[config.mk]
export PLATFORM = sky130hd
export DESIGN_NAME = screen_draw_scheduler
export DESIGN_NICKNAME = d
export VERILOG_FILES = /design/src/rtl/screen_draw_scheduler_pkg.sv /design/src/rtl/screen_draw_scheduler_sweep_addr_gen.sv /design/src/rtl/screen_draw_scheduler.sv
export SDC_FILE = /design/constraint.sdc
export NUM_CORES = 1
export LEC_CHECK = 0
export CAP_MARGIN = 20
export CORE_MARGIN = 2
export CORE_UTILIZATION = 45
export DETAILED_ROUTE_END_ITERATION = 8
export GPL_ROUTABILITY_DRIVEN = 0
export GPL_TIMING_DRIVEN = 1
export PLACE_DENSITY_LB_ADDON = 0.05
export REMOVE_ABC_BUFFERS = 1
export SETUP_SLACK_MARGIN = 0.3
export SYNTH_ARGS = -nofsm -noshare
export SYNTH_HDL_FRONTEND = slang
export SYNTH_SLANG_ARGS = --single-unit
[constraint.sdc]
create_clock -name CLOCK_50 -period 2.2 [get_ports CLOCK_50]
set_input_delay 0.22 -clock CLOCK_50 [delete_from_list [all_inputs] [get_ports CLOCK_50]]
set_output_delay 0.22 -clock CLOCK_50 [all_outputs]
set_load 0.02 [all_outputs]
[src/rtl/screen_draw_scheduler_pkg.sv]
// rtl/screen_draw_scheduler_pkg.sv - shared screen codes, FSM states and frame geometry
package screen_draw_scheduler_pkg;

  localparam int H_RES_DEF    = 160;
  localparam int V_RES_DEF    = 120;
  localparam int ADDR_W_DEF   = 15;
  localparam int COLOUR_W_DEF = 3;

  typedef enum logic [1:0] {
    SCR_TITLE = 2'b00,
    SCR_BG    = 2'b01,
    SCR_WIN   = 2'b10,
    SCR_LOSE  = 2'b11
  } screen_e;

  typedef enum logic [1:0] {
    ST_IDLE  = 2'b00,
    ST_SWEEP = 2'b01,
    ST_FLUSH = 2'b10
  } state_e;

endpackage

[src/rtl/screen_draw_scheduler_sweep_addr_gen.sv]
// rtl/screen_draw_scheduler_sweep_addr_gen.sv - raster x/y counters with a linear ROM address
module sweep_addr_gen #(
  parameter int H_RES  = 160,
  parameter int V_RES  = 120,
  parameter int ADDR_W = 15
) (
  input  logic              i_clk,
  input  logic              i_rst_n,
  input  logic              i_clr,
  input  logic              i_en,
  output logic [7:0]        o_x,
  output logic [6:0]        o_y,
  output logic [ADDR_W-1:0] o_addr,
  output logic              o_last
);

  logic [7:0]        r_x;
  logic [6:0]        r_y;
  logic [ADDR_W-1:0] r_addr;
  logic              w_last_x;
  logic              w_last_y;

  assign w_last_x = (r_x == 8'(H_RES - 1));
  assign w_last_y = (r_y == 7'(V_RES - 1));

  // Address advances alongside x/y so no y*H_RES multiply is needed.
  always_ff @(posedge i_clk or negedge i_rst_n) begin
    if (!i_rst_n) begin
      r_x    <= '0;
      r_y    <= '0;
      r_addr <= '0;
    end else if (i_clr) begin
      r_x    <= '0;
      r_y    <= '0;
      r_addr <= '0;
    end else if (i_en) begin
      if (w_last_x) begin
        r_x <= '0;
        r_y <= w_last_y ? 7'd0 : r_y + 7'd1;
      end else begin
        r_x <= r_x + 8'd1;
      end
      r_addr <= (w_last_x && w_last_y) ? '0 : r_addr + ADDR_W'(1);
    end
  end

  assign o_x    = r_x;
  assign o_y    = r_y;
  assign o_addr = r_addr;
  assign o_last = w_last_x & w_last_y;

endmodule

[src/rtl/screen_draw_scheduler.sv]
// rtl/screen_draw_scheduler.sv - arbitrates the vga_adapter write port between ROM sweeps and sprites
import screen_draw_scheduler_pkg::*;

module screen_draw_scheduler #(
  parameter int H_RES    = H_RES_DEF,
  parameter int V_RES    = V_RES_DEF,
  parameter int ADDR_W   = ADDR_W_DEF,
  parameter int COLOUR_W = COLOUR_W_DEF
) (
  input  logic                CLOCK_50,
  input  logic                RESETN,
  input  logic [1:0]          SCREEN,
  input  logic                redraw_req,
  output logic [ADDR_W-1:0]   rom_addr,
  input  logic [COLOUR_W-1:0] rom_colour,
  input  logic                spr_req,
  input  logic [7:0]          spr_x,
  input  logic [6:0]          spr_y,
  input  logic [COLOUR_W-1:0] spr_colour,
  output logic                spr_grant,
  output logic [7:0]          vga_x,
  output logic [6:0]          vga_y,
  output logic [COLOUR_W-1:0] vga_colour,
  output logic                vga_plot,
  output logic                busy,
  output logic                frame_done
);

  state_e              r_state;
  state_e              w_state_nxt;
  logic                r_pending;
  logic                w_pending_nxt;
  logic [1:0]          r_screen;
  logic                w_trigger;
  logic                w_start;
  logic                w_accept;
  logic                w_issue;
  logic [7:0]          w_sw_x;
  logic [6:0]          w_sw_y;
  logic                w_sw_last;
  logic [7:0]          r_x;
  logic [6:0]          r_y;
  logic [COLOUR_W-1:0] r_colour;
  logic                r_plot;
  logic                r_from_rom;
  logic                r_frame_done;

  sweep_addr_gen #(
    .H_RES  (H_RES),
    .V_RES  (V_RES),
    .ADDR_W (ADDR_W)
  ) u_addr_gen (
    .i_clk   (CLOCK_50),
    .i_rst_n (RESETN),
    .i_clr   (w_start),
    .i_en    (r_state == ST_SWEEP),
    .o_x     (w_sw_x),
    .o_y     (w_sw_y),
    .o_addr  (rom_addr),
    .o_last  (w_sw_last)
  );

  assign w_trigger = (SCREEN != r_screen) | redraw_req;

  always_ff @(posedge CLOCK_50 or negedge RESETN) begin
    if (!RESETN) begin
      r_state   <= ST_IDLE;
      r_pending <= 1'b1;
      r_screen  <= SCR_TITLE;
    end else begin
      r_state   <= w_state_nxt;
      r_pending <= w_pending_nxt;
      r_screen  <= SCREEN;
    end
  end

  // A trigger while sweeping restarts in place; only idle triggers go through pending.
  always_comb begin
    w_state_nxt = r_state;
    w_start     = 1'b0;
    spr_grant   = 1'b0;
    busy        = r_pending;
    case (r_state)
      ST_IDLE: begin
        spr_grant = ~r_pending;
        if (r_pending) begin
          w_start     = 1'b1;
          w_state_nxt = ST_SWEEP;
        end
      end
      ST_SWEEP: begin
        busy = 1'b1;
        if (w_trigger) begin
          w_start = 1'b1;
        end else if (w_sw_last) begin
          w_state_nxt = ST_FLUSH;
        end
      end
      ST_FLUSH: begin
        busy = 1'b1;
        if (w_trigger) begin
          w_start     = 1'b1;
          w_state_nxt = ST_SWEEP;
        end else begin
          w_state_nxt = ST_IDLE;
        end
      end
      default: w_state_nxt = ST_IDLE;
    endcase
    w_pending_nxt = (r_pending | (w_trigger & (r_state == ST_IDLE))) & ~w_start;
  end

  assign w_accept = spr_req & spr_grant;
  assign w_issue  = (r_state == ST_SWEEP) & ~w_trigger;

  // Sweep coordinates are delayed one stage so they line up with the ROM read data.
  always_ff @(posedge CLOCK_50 or negedge RESETN) begin
    if (!RESETN) begin
      r_x          <= '0;
      r_y          <= '0;
      r_colour     <= '0;
      r_plot       <= 1'b0;
      r_from_rom   <= 1'b0;
      r_frame_done <= 1'b0;
    end else begin
      r_frame_done <= (r_state == ST_FLUSH) & ~w_trigger;
      if (r_from_rom) begin
        r_colour <= rom_colour;
      end
      if (w_issue) begin
        r_x        <= w_sw_x;
        r_y        <= w_sw_y;
        r_plot     <= 1'b1;
        r_from_rom <= 1'b1;
      end else if (w_accept) begin
        r_x        <= spr_x;
        r_y        <= spr_y;
        r_colour   <= spr_colour;
        r_plot     <= 1'b1;
        r_from_rom <= 1'b0;
      end else begin
        r_plot     <= 1'b0;
        r_from_rom <= 1'b0;
      end
    end
  end

  assign vga_x      = r_x;
  assign vga_y      = r_y;
  assign vga_colour = r_from_rom ? rom_colour : r_colour;
  assign vga_plot   = r_plot;
  assign frame_done = r_frame_done;

endmodule

Word level (Yosys, flattened, before mapping)
Index checks and enable logic that the tools add are counted.
{ "word_totals": {"reg_bits": 56, "input_bits": 27, "output_inout_bits": 37} }
{ "classes": {"addsub": 3, "n_eq_ne": 8, "muxes": 30, "bitwise": 11, "reduce_logical": 8} }
{ "ops": {"columns": ["cell", "count"], "rows": [
  ["15-bit two-way mux", 3],
  ["7-bit two-way mux", 6],
  ["8-bit two-way mux", 5],
  ["15-bit by 1-bit adder with 15-bit output, second input constant", 1],
  ["3-bit two-way mux", 3],
  ["8-bit by 1-bit adder with 8-bit output, second input constant", 1],
  ["8-bit == test, second input constant", 1],
  ["1-bit two-way mux", 8],
  ["7-bit by 1-bit adder with 7-bit output, second input constant", 1],
  ["7-bit == test, second input constant", 1],
  ["1-bit bitwise AND", 6],
  ["2-bit two-way mux", 3],
  ["2-bit != test, second input constant", 3],
  ["2-bit one-hot mux with 3 select lines", 1],
  ["2-bit nonzero test", 3],
  ["1-bit NOT", 3],
  ["3-bit AND reduction", 1],
  ["2-bit by 1-bit == test with 1-bit output, second input constant", 1],
  ["2-bit == test, second input constant", 1],
  ["2-bit zero test", 1],
  ["2-bit != test", 1],
  ["1-bit OR", 2],
  ["1-bit one-hot mux with 2 select lines", 1],
  ["2-bit AND reduction", 1],
  ["2 further kinds", 2]
]} }

Depth between registers and ports, before layout
Gate-level depths: netlist of the first run.
{ "depth": {"ltp_word": 6, "depth_mapped": 7, "depth_no_buf": 6} }

Hierarchy
From an unflattened synthesis of the first run, not the netlist that was laid out.
{ "unflattened": {"hier_cells": 272, "hier_area_um2": 2807.7} }
{ "modules_own_cells": {"columns": ["module", "instances", "cells_each", "area_each_um2"], "rows": [
  ["sweep_addr_gen", 1, 159, 1544.0],
  ["screen_draw_scheduler", 1, 113, 1263.7]
]} }

Worst setup path after synthesis of the first run
Ideal clock, no wire load.
{ "synth_timing": {"path_type": "register to register", "from": "register r_state[0]", "to": "register r_colour[0]", "setup_time_ns": 0.125, "arrival_ns": 2.076, "required_time_ns": 2.075, "setup_slack_ns": -0.001, "stages_incl_launch_ff": 7, "n_path_buf": 0, "path_cell_list": "dfrtp_1 > inv_1 > ha_1 > nor2b_1 > nand2_1 > nor2_1 > mux2_2"} }
{ "synth_between": {"elab_chain_cells": 5} }
{ "synth_lines": {"columns": ["item", "line", "text"], "rows": [
  ["start: declaration", "screen_draw_scheduler.sv:29", "state_e r_state;"],
  ["start signal: assignment", "screen_draw_scheduler.sv:71", "r_state <= w_state_nxt;"],
  ["2-bit zero test", "screen_draw_scheduler.sv:83", "case (r_state)"],
  ["1-bit two-way mux", "screen_draw_scheduler.sv:83", null],
  ["net spr_grant", "screen_draw_scheduler.sv:20", "output logic spr_grant,"],
  ["1-bit bitwise AND", "screen_draw_scheduler.sv:113", "assign w_accept = spr_req & spr_grant;"],
  ["3-bit two-way mux", "screen_draw_scheduler.sv:135", "end else if (w_accept) begin"],
  ["3-bit two-way mux", "screen_draw_scheduler.sv:130", "if (w_issue) begin"],
  ["end signal: assignment", "screen_draw_scheduler.sv:128", "r_colour <= rom_colour;"],
  ["end signal: assignment", "screen_draw_scheduler.sv:138", "r_colour <= spr_colour;"],
  ["end: declaration", "screen_draw_scheduler.sv:43", "logic [COLOUR_W-1:0] r_colour;"]
]} }
The timed path passes the listed nets, and every way through them passes these cells.
A chain may end at the register's enable or synchronous reset.

Final worst setup path of the first run
{ "layout_timing": {"from": "register u_addr_gen.r_x[0], in the netlist u_addr_gen.o_x[0]", "to": "register u_addr_gen.r_addr[12], in the netlist u_addr_gen.o_addr[12]"} }
{ "layout_between": {"elab_chain_cells": 5} }
{ "layout_lines": {"columns": ["item", "line", "text"], "rows": [
  ["start: declaration", "screen_draw_scheduler_sweep_addr_gen.sv:17", "logic [7:0] r_x;"],
  ["start signal: assignment", "screen_draw_scheduler_sweep_addr_gen.sv:41", "r_x <= r_x + 8'd1;"],
  ["8-bit == test", "screen_draw_scheduler_sweep_addr_gen.sv:23", "assign w_last_x = (r_x == 8'(H_RES - 1));"],
  ["1-bit logical AND", "screen_draw_scheduler_sweep_addr_gen.sv:43", "r_addr <= (w_last_x && w_last_y) ? '0 : r_addr + ADDR_W'(1);"],
  ["15-bit two-way mux", "screen_draw_scheduler_sweep_addr_gen.sv:43", null],
  ["15-bit two-way mux", "screen_draw_scheduler_sweep_addr_gen.sv:36", "end else if (i_en) begin"],
  ["15-bit two-way mux", "screen_draw_scheduler_sweep_addr_gen.sv:32", "end else if (i_clr) begin"],
  ["end signal: assignment", "screen_draw_scheduler_sweep_addr_gen.sv:43", null],
  ["end: declaration", "screen_draw_scheduler_sweep_addr_gen.sv:19", "logic [ADDR_W-1:0] r_addr;"]
]} }
Every way passes these cells. The select of a mux whose other input is x is not followed.

==> flow_metrics.env, run 1 <==
export IMPL_wire_per_inst_um=14.76
export IMPL_cpLargestDelayFamily="simple AND/OR/NAND/NOR gates"
export IMPL_postSynthAreaPerCell_um2=9.823
export IMPL_final_common_cell="clkdlybuf4s50_1"
export IMPL_first_global_vias=2537
export IMPL_detailroute_via_count=2600
export IMPL_fp_dieW_um=85.06
export IMPL_power_leakage_nw=1.669
export IMPL_grt_pass1_wl_um=11720
export IMPL_critPathRequiredTime_ns=2.41
export IMPL_power_density_nw_per_um2=951.9
export IMPL_synthDistinctLibCells=50
export IMPL_nets=420
export IMPL_finalHoldViolCount=0
export IMPL_hold_path_class="input port to flop"
export IMPL_fin_crit_sh_pct=84.98
export IMPL_grt_overflow=0
export IMPL_fillCellCount=549
export IMPL_dieArea_um2=7234
export IMPL_finalSetupViolations=0
export IMPL_cp_slowest_cell="or4_4"
export IMPL_grt_max_degree=33
export IMPL_dp_hpwl_um=4732
export IMPL_drive_gt1_share_pct=16.28
export IMPL_core_area_um2=6350
export IMPL_clock_sink_count=56
export IMPL_cts_tree="yes"
export IMPL_ys_warn_count=0
export IMPL_reg2reg_depth=5
export IMPL_ys_seq_area_share_pct=47.44
export IMPL_rsz0062_at_grt="yes"
export IMPL_status="completed"
export IMPL_finalPower_mw=3.818
export IMPL_fmax_mhz=534.9
export IMPL_clock_latency_ns=0.31
export IMPL_fp_dieH_um=85.06
export IMPL_final_antenna_net_count=0
export IMPL_max_clock_path_buffers=2
export IMPL_antenna_cells=0
export IMPL_ios=64
export IMPL_fin_skew_ns=0.006493
export IMPL_cp_arrival_ns=2.08
export IMPL_cp_max_fo=5
export IMPL_r2r_start="u_addr_gen.o_x[0]"
export IMPL_critPathLaunch="u_addr_gen.o_x[0]"
export IMPL_regToRegEndpoint="u_addr_gen.o_addr[12]"
export IMPL_portBuffers=63
export IMPL_root_buffer="clkbuf_8"
export IMPL_syn_to_final_growth_pct=35.68
export IMPL_synth_edf_count=0
export IMPL_cts_made_buffers=5
export IMPL_layout_common_cells="clkdlybuf4s50_1 (60), dfrtp_1 (55), nand2_1 (35), buf_4 (25), o21ai_0 (23)"
export IMPL_path_cells="ha_1 -> nand3_2 -> or4_4 -> a21o_1 -> a32o_1"
export IMPL_ys_ff_latch=56
export IMPL_path_class="flop to flop"
export IMPL_ir_drop_mv=0.6670
export IMPL_antenna_found_initial=0
export IMPL_synth_main_ff_cell="dfrtp_1"
export IMPL_grt_total_usage_pct=19.79
export IMPL_num_rows=29
export IMPL_crit_buf_inv=0
export IMPL_worstSetupStartpointType="flop"
export IMPL_synthArstFlopShare_pct=100.0
export IMPL_maxSlewHeadroom_pct=53.68
export IMPL_slowest_delay_ns=0.59
export IMPL_r2r_slack_ns=0.33
export IMPL_clkTransAtPathRegs_ns=0.10
export IMPL_syn_area_um2=2957
export IMPL_drc=0
export IMPL_htree_num_levels=2
export IMPL_first_iter_violations=126
export IMPL_max_cap_violations=0
export IMPL_worstMarginPinSlew_ns=0.6948
export IMPL_crit_path_end="u_addr_gen.o_addr[12]"
export IMPL_final_util_pct=63.17
export IMPL_worst_setup_path_end_kind="flop"
export IMPL_first_pass_iters=4
export IMPL_cp_depth=5
export IMPL_routed_via_density=5.603
export IMPL_totalWireLength_um=6847
export IMPL_synth_cells=301
export IMPL_initial_core_util_pct=46.56
export IMPL_slew_violations=0
export IMPL_min_period_ns=1.870
==> report_power, final <==
group	switching [mW]	internal [mW]	leakage [nW]	total (mW)
logic	0.976	0.875	0.887	1.85
registers	0.114	1.25	0.738	1.37
clock network	0.345	0.257	0.0445	0.602
total	1.43	2.38	1.67	3.82
==> routing by layer <==
layer | part of all wire, % | GRT usage (%) | up-vias
met5 | 0 | 0 | -
met4 | 1.9 | 7.504 | 0
met3 | 3.8 | 3.210 | 11
met2 | 48 | 31.39 | 64
met1 | 47 | 27.37 | 1237
li1 | - | - | 1288
==> timing repair <==
item / CTS / global route
gates cloned: 0 / 0
buffers inserted: 5 / 3
hold endpoints to repair: 26 / 0
pin swaps: 2 / 4
setup endpoints to repair: 25 / 41
resized for setup: 9 / 11
hold buffers: 1 / 0
==> layout make-up <==
class / instances / area, µm² / area share [%]
clock inverters: 1 / 7.507 / 0.1871
flip-flops and latches: 56 / 1403 / 34.97
well taps: 77 / 96.34 / 2.402
multi-input cells: 225 / 1544 / 38.49
inverters: 7 / 26.28 / 0.6550
repair buffers: 91 / 848.3 / 21.15
clock buffers: 7 / 86.33 / 2.152
==> logic make-up after synthesis <==
| group | after synthesis | share of synthesized area [%] |
|---|---|---|
| buffers and inverters | 20 | 3.004 |
| multiplexers | 25 | 8.802 |
| flip-flops | 56 | 47.44 |
| AND/OR/NAND/NOR | 117 | 20.44 |
| AO/OA/AOI/OAI | 71 | 15.87 |
| XOR/XNOR | 5 | 1.481 |
| adder cells (fa/ha/maj) | 7 | 2.962 |
==> cells in the mapped netlist, types with 4 or more instances <==
library cell / count / area (µm²)
or4_1: 4 / 30.03
nor4_1: 6 / 37.54
a32o_1: 6 / 60.06
or3_1: 4 / 25.02
inv_1: 6 / 22.52
nand3_1: 12 / 60.06
nor2_1: 19 / 71.32
and3_1: 4 / 25.02
a31oi_1: 5 / 31.28
nor3_1: 7 / 35.03
xor2_1: 4 / 35.03
clkbuf_1: 9 / 33.78
nand2_1: 35 / 131.4
a21o_1: 5 / 37.54
mux2i_1: 17 / 170.2
o21ai_0: 23 / 115.1
ha_1: 7 / 87.58
mux2_2: 8 / 90.09
a21oi_1: 14 / 70.07
dfrtp_1: 55 / 1376
nand4_1: 7 / 43.79
==> stage by stage <==
stage          instances  setup WS [ns]  hold slack (ns)  cell area (µm²)  TNS [ns]
2_1_floorplan        288        -0.9449         -0.07559             2894    -13.85
4_1_cts              461         0.2814           0.3863             3949         0
6_report             464         0.3304           0.3886             4011         0
5_1_grt              464         0.2545           0.4019             4011         0
3_5_place_dp         447         0.1953           0.3089             3780         0
3_3_place_gp         447         0.1956           0.3035             3780         0
==> registers in the layout, indices dropped and copies added, names as in the netlist <==
signal	flops
r_screen	2
u_addr_gen.o_y	7
frame_done	1
r_from_rom	1
r_colour	3
vga_x	8
u_addr_gen.o_x	8
r_state	2
vga_y	7
u_addr_gen.o_addr	15
r_pending	1
vga_plot	1
==> how the worst min path moves through the flow <==
| stage | start | endpoint | slack [ns] | cells after the start |
|---|---|---|---|---|
| 2_1_floorplan | RESETN | frame_done | -0.08 | 0 |
| 3_3_place_gp | RESETN | r_colour[0] | 0.30 | 1 |
| 3_5_place_dp | RESETN | r_colour[0] | 0.31 | 1 |
| 4_1_cts | SCREEN[1] | r_screen[1] | 0.39 | 1 |
| 5_1_grt | SCREEN[1] | r_screen[1] | 0.40 | 1 |
| 6_report | SCREEN[1] | r_screen[1] | 0.39 | 1 |
No activity file was read; power rests on OpenSTA's default activity.
==> run 2, diff against run 1 <==
==> constraint.sdc (replaced) <==
create_clock -name CLOCK_50 -period 1.89 [get_ports CLOCK_50]
set_input_delay 0.189 -clock CLOCK_50 [delete_from_list [all_inputs] [get_ports CLOCK_50]]
set_output_delay 0.189 -clock CLOCK_50 [all_outputs]
set_load 0.02 [all_outputs]
==> run 2 against run 1 <==
Against the previous run:
- critical path depth grew 2
- register-to-register slack lost 0.26 ns
- highest routed layer unchanged
- critical endpoint is now u_addr_gen.o_addr[7]
- global-route usage grew 4.2 points
- combinational power grew 78%
- via count grew 16%
- hold slack lost 0.043 ns
==> flow_metrics.env, run 2 (same netlist as run 1, synthesis figures left out) <==
export IMPL_totalWireLength_um=9263
export IMPL_worstSetupStartpointType="flop"
export IMPL_max_clock_path_buffers=2
export IMPL_critPathLaunch="u_addr_gen.o_y[1]"
export IMPL_cts_tree="yes"
export IMPL_ios=64
export IMPL_drive_gt1_share_pct=36.36
export IMPL_fin_crit_sh_pct=96.42
export IMPL_fmax_mhz=548.7
export IMPL_clkTransAtPathRegs_ns=0.11
export IMPL_finalHoldViolCount=0
export IMPL_first_iter_violations=204
export IMPL_cts_made_buffers=5
export IMPL_layoutNonFillerInstCount=517
export IMPL_fp_dieH_um=85.06
export IMPL_syn_to_final_growth_pct=66.69
export IMPL_nets=473
export IMPL_initial_core_util_pct=46.56
export IMPL_crit_buf_inv=2
export IMPL_reg2reg_depth=7
export IMPL_wire_per_inst_um=17.92
export IMPL_post_dp_cell_area_um2=4020
export IMPL_antenna_cells=0
export IMPL_final_common_cell="buf_4"
export IMPL_pre_cts_ws_ns=-0.04660
export IMPL_place_inst=479
export IMPL_detailroute_via_count=3019
export IMPL_finalPower_mw=5.728
export IMPL_path_class="flop to flop"
export IMPL_post_route_cell_area_um2=4928
export IMPL_dieArea_um2=7234
export IMPL_fp_dieW_um=85.06
export IMPL_portBuffers=63
export IMPL_num_rows=29
export IMPL_clock_sink_count=56
export IMPL_slowest_delay_ns=0.52
export IMPL_r2r_start="u_addr_gen.o_y[1]"
export IMPL_htree_num_levels=2
export IMPL_rsz0062_at_grt="yes"
export IMPL_fin_skew_ns=0.01308
export IMPL_min_period_ns=1.822
export IMPL_first_global_vias=2886
export IMPL_cp_slowest_cell="or4_1"
export IMPL_final_antenna_net_count=0
export IMPL_antenna_found_initial=0
export IMPL_regToRegEndpoint="u_addr_gen.o_addr[7]"
export IMPL_root_buffer="clkbuf_8"
export IMPL_clock_latency_ns=0.32
export IMPL_slew_violations=0
export IMPL_cp_max_fo=9
export IMPL_r2r_slack_ns=0.07
export IMPL_worst_setup_path_end_kind="flop"
export IMPL_dp_hpwl_um=5227
export IMPL_ir_drop_mv=0.8479
export IMPL_worstMarginPinSlew_ns=0.5065
export IMPL_grt_total_usage_pct=23.95
export IMPL_first_pass_iters=4
export IMPL_path_cells="ha_2 -> nand4_1 -> buf_6 -> nor4_1 -> buf_4 -> or4_1 -> a31oi_1"
export IMPL_power_density_nw_per_um2=1162
export IMPL_grt_overflow=0
export IMPL_layout_setup_ws_ns=0.06758
export IMPL_largest_register_ffs=15
export IMPL_layout_common_cells="buf_4 (59), dfrtp_1 (55), clkdlybuf4s50_1 (43), nand2_1 (34), o21ai_1 (17)"
export IMPL_routed_via_density=5.839
export IMPL_fillCellCount=400
export IMPL_critPathRequiredTime_ns=2.13
export IMPL_power_leakage_nw=2.171
export IMPL_cpLargestDelayFamily="simple AND/OR/NAND/NOR gates"
export IMPL_drc=0
export IMPL_max_cap_violations=0
export IMPL_finalSetupTns_ns=0
export IMPL_status="completed"
export IMPL_grt_pass1_wl_um=13860
export IMPL_finalSetupViolations=0
export IMPL_maxSlewHeadroom_pct=66.23
export IMPL_grt_max_degree=36
export IMPL_hold_path_class="input port to async pin"
export IMPL_core_area_um2=6350
export IMPL_cp_arrival_ns=2.07
run 2: changes by cell type in the layout (fill, tap and decap cells not counted), sizes merged:
cell           change
buf               +55
clkdlybuf4s50     -17
dlygate4sd2       +12
bufinv             +1
clkbuf             -1
clkdlybuf4s15      +1
clkinv             +1
dlymetal6s2s       +1
run 2: worst reg2reg max path, stage by stage (launching register included):
cell     delay (ns)
dfrtp_1        0.42
ha_2           0.19
nand4_1        0.09
buf_6          0.14
nor4_1         0.05
buf_4          0.17
or4_1          0.52
a31oi_1        0.17
run 2: metrics by stage:
| stage | utilization (%) | hold slack [ns] |
|---|---|---|
| 2_1_floorplan | - | -0.1066 |
| 3_3_place_gp | 63.31 | 0.1858 |
| 3_5_place_dp | 63.31 | 0.1924 |
| 4_1_cts | 73.83 | 0.3496 |
| 5_1_grt | 77.62 | 0.3632 |
| 6_report | 77.62 | 0.3458 |
run 2: layout make-up:
| type | count | area, µm² | area share, % |
|---|---|---|---|
| inverters | 7 | 26.28 | 0.5331 |
| multi-input cells | 225 | 1871 | 37.95 |
| flip-flops and latches | 56 | 1403 | 28.46 |
| well taps | 77 | 96.34 | 1.955 |
| clock inverters | 3 | 42.54 | 0.8632 |
| clock buffers | 5 | 68.82 | 1.396 |
| repair buffers | 144 | 1421 | 28.84 |
run 2: worst max-delay path by stage:
stage | cells after the start | end
after detailed placement | 6 | u_addr_gen.o_y[5]
after global placement | 6 | u_addr_gen.o_y[5]
final | 7 | u_addr_gen.o_addr[7]
after floorplan | 6 | r_colour[0]
after CTS | 5 | u_addr_gen.o_addr[12]
after global routing | 7 | u_addr_gen.o_addr[7]
run 2: timing repair:
action | 4_1_cts | 5_1_grt
setup buffers | 16 | 8
hold buffers | 1 | 0
hold endpoints to repair | 21 | 0
pin swaps | 28 | 15
endpoints found under the setup margin | 69 | 58
resized for setup | 108 | 50
gates cloned | 4 | 1
run 2: power breakdown:
group	switching (mW)	total, mW	internal, mW
Clock	0.424	0.817	0.393
Sequential	0.151	1.61	1.46
Combinational	1.56	3.30	1.74
run 2: layer usage:
metal,track usage (%),vias up,part of all wire (%)
met5,0,-,0
met4,9.957,0,2.9
met3,3.307,27,5.9
met2,40.13,122,51
met1,31.20,1478,40
li1,-,1392,-
==> run 3, diff against run 2 <==
--- a/config.mk
+++ b/config.mk
@@ -11,6 +11,7 @@
 export DETAILED_ROUTE_END_ITERATION = 8
 export GPL_ROUTABILITY_DRIVEN = 0
 export GPL_TIMING_DRIVEN = 1
+export MAX_ROUTING_LAYER = met4
 export PLACE_DENSITY_LB_ADDON = 0.05
 export REMOVE_ABC_BUFFERS = 1
 export SETUP_SLACK_MARGIN = 0.3
==> run 3 against run 2 <==
Against the previous run:
- wire length is 0.57% higher
- highest routed layer unchanged
- core utilization grew 0.67 points
- hold slack improved by 0.0017 ns
- die area unchanged
- critical endpoint is now u_addr_gen.o_addr[12]
- critical path type unchanged
==> flow_metrics.env, run 3 (same netlist as run 1, synthesis figures left out) <==
export IMPL_status="completed"
export IMPL_portBuffers=63
export IMPL_worst_setup_path_end_kind="flop"
export IMPL_final_common_cell="buf_4"
export IMPL_routed_via_density=5.824
export IMPL_ir_drop_mv=0.8552
export IMPL_fin_skew_ns=0.01241
export IMPL_worstMarginPinSlew_ns=0.5021
export IMPL_cts_tree="yes"
export IMPL_final_util_pct=78.29
export IMPL_finalSetupViolations=0
export IMPL_worst_hold_slack_ns=0.3475
export IMPL_fin_crit_sh_pct=98.26
export IMPL_first_pass_iters=4
export IMPL_root_buffer="clkbuf_8"
export IMPL_clkTransAtPathRegs_ns=0.11
export IMPL_dp_hpwl_um=5227
export IMPL_finalSetupTns_ns=0
export IMPL_wire_per_inst_um=17.98
export IMPL_rsz0062_at_grt="yes"
export IMPL_fp_dieW_um=85.06
export IMPL_cp_max_fo=4
export IMPL_num_rows=29
export IMPL_antenna_cells=0
export IMPL_clock_latency_ns=0.32
export IMPL_core_area_um2=6350
export IMPL_hold_path_class="input port to flop"
export IMPL_initial_core_util_pct=46.56
export IMPL_ios=64
export IMPL_critPathRequiredTime_ns=2.10
export IMPL_worstSetupStartpointType="flop"
export IMPL_grt_overflow=0
export IMPL_slew_violations=0
export IMPL_fmax_mhz=538.5
export IMPL_first_global_vias=2889
export IMPL_cts_made_buffers=5
export IMPL_totalWireLength_um=9316
export IMPL_antenna_found_initial=0
export IMPL_layout_common_cells="buf_4 (58), dfrtp_1 (55), clkdlybuf4s50_1 (43), nand2_1 (33), o21ai_1 (17)"
export IMPL_dieArea_um2=7234
export IMPL_first_iter_violations=186
export IMPL_htree_num_levels=2
export IMPL_grt_pass1_wl_um=13880
export IMPL_maxSlewHeadroom_pct=66.52
export IMPL_max_cap_violations=0
export IMPL_finalPower_mw=5.764
export IMPL_nets=474
export IMPL_finalHoldViolCount=0
export IMPL_path_class="flop to flop"
export IMPL_drive_gt1_share_pct=37.41
export IMPL_power_leakage_nw=2.199
export IMPL_clock_sink_count=56
export IMPL_drc=0
export IMPL_detailroute_via_count=3017
export IMPL_grt_max_degree=36
export IMPL_final_antenna_net_count=0
export IMPL_largest_register_ffs=15
export IMPL_grt_total_usage_pct=24.72
export IMPL_syn_to_final_growth_pct=68.13
export IMPL_max_clock_path_buffers=2
export IMPL_cp_arrival_ns=2.07
export IMPL_min_period_ns=1.857
export IMPL_fp_dieH_um=85.06
export IMPL_power_density_nw_per_um2=1160
run 3: changes by cell type in the layout (fill, tap and decap cells not counted), sizes merged:
cell / change
buf: +1
run 3: report_power, final:
part / internal, mW / switching (mW)
clock: 0.393 / 0.419
combinational: 1.77 / 1.58
sequential: 1.46 / 0.152
total: 3.62 / 2.15
run 3: worst paths after layout:
kind	start	end	slack, ns	depth (start not counted)
max	u_addr_gen.o_y[1]	u_addr_gen.o_addr[12]	0.03	6
min	SCREEN[1]	r_screen[1]	0.35	1
max reg2reg	u_addr_gen.o_y[1]	u_addr_gen.o_addr[12]	0.03	6
min reg2reg	vga_x[4]	vga_x[4]	0.56	2
max in group asynchronous	RESETN	r_pending	0.90	3
min in group asynchronous	RESETN	u_addr_gen.o_y[6]	0.36	2
run 3: per-stage QoR:
stage / setup slack, ns / area, µm² / cells
5_1_grt: -0.006131 / 4971 / 518
6_report: 0.03296 / 4971 / 518
4_1_cts: 0.08055 / 4688 / 508
3_3_place_gp: 0.01729 / 4020 / 479
3_5_place_dp: -0.04660 / 4020 / 479
2_1_floorplan: -1.255 / 2894 / 288
run 3: area by class of cell:
type | instances | area (µm²)
repair buffers | 145 | 1436
inverters | 7 | 26.28
well taps | 77 | 96.34
flip-flops and latches | 56 | 1403
clock buffers | 5 | 68.82
fillers | 394 | 1379
clock inverters | 3 | 42.54
multi-input cells | 225 | 1898
run 3: timing repair:
item | CTS | global route
buffers inserted | 16 | 9
resized for setup | 108 | 57
cloned | 4 | 1
hold buffers | 1 | 0
endpoints found under the hold margin | 21 | 0
pin swaps | 28 | 19
endpoints found under the setup margin | 69 | 58
run 3: worst max-delay path, stage by stage, from the launching register on:
cell and delay [ns]:
dfrtp_1 0.40, ha_2 0.20, nand4_1 0.11, buf_6 0.16, or4_4 0.45, a21o_1 0.17, a32o_1 0.25
run 3: layer usage:
layer	wire (µm)	global-route usage [%]	up-vias
li1	-	-	1392
met1	3812	31.39	1483
met2	4786	40.13	118
met3	479	3.210	24
met4	238	9.957	0
met5	0	-	-
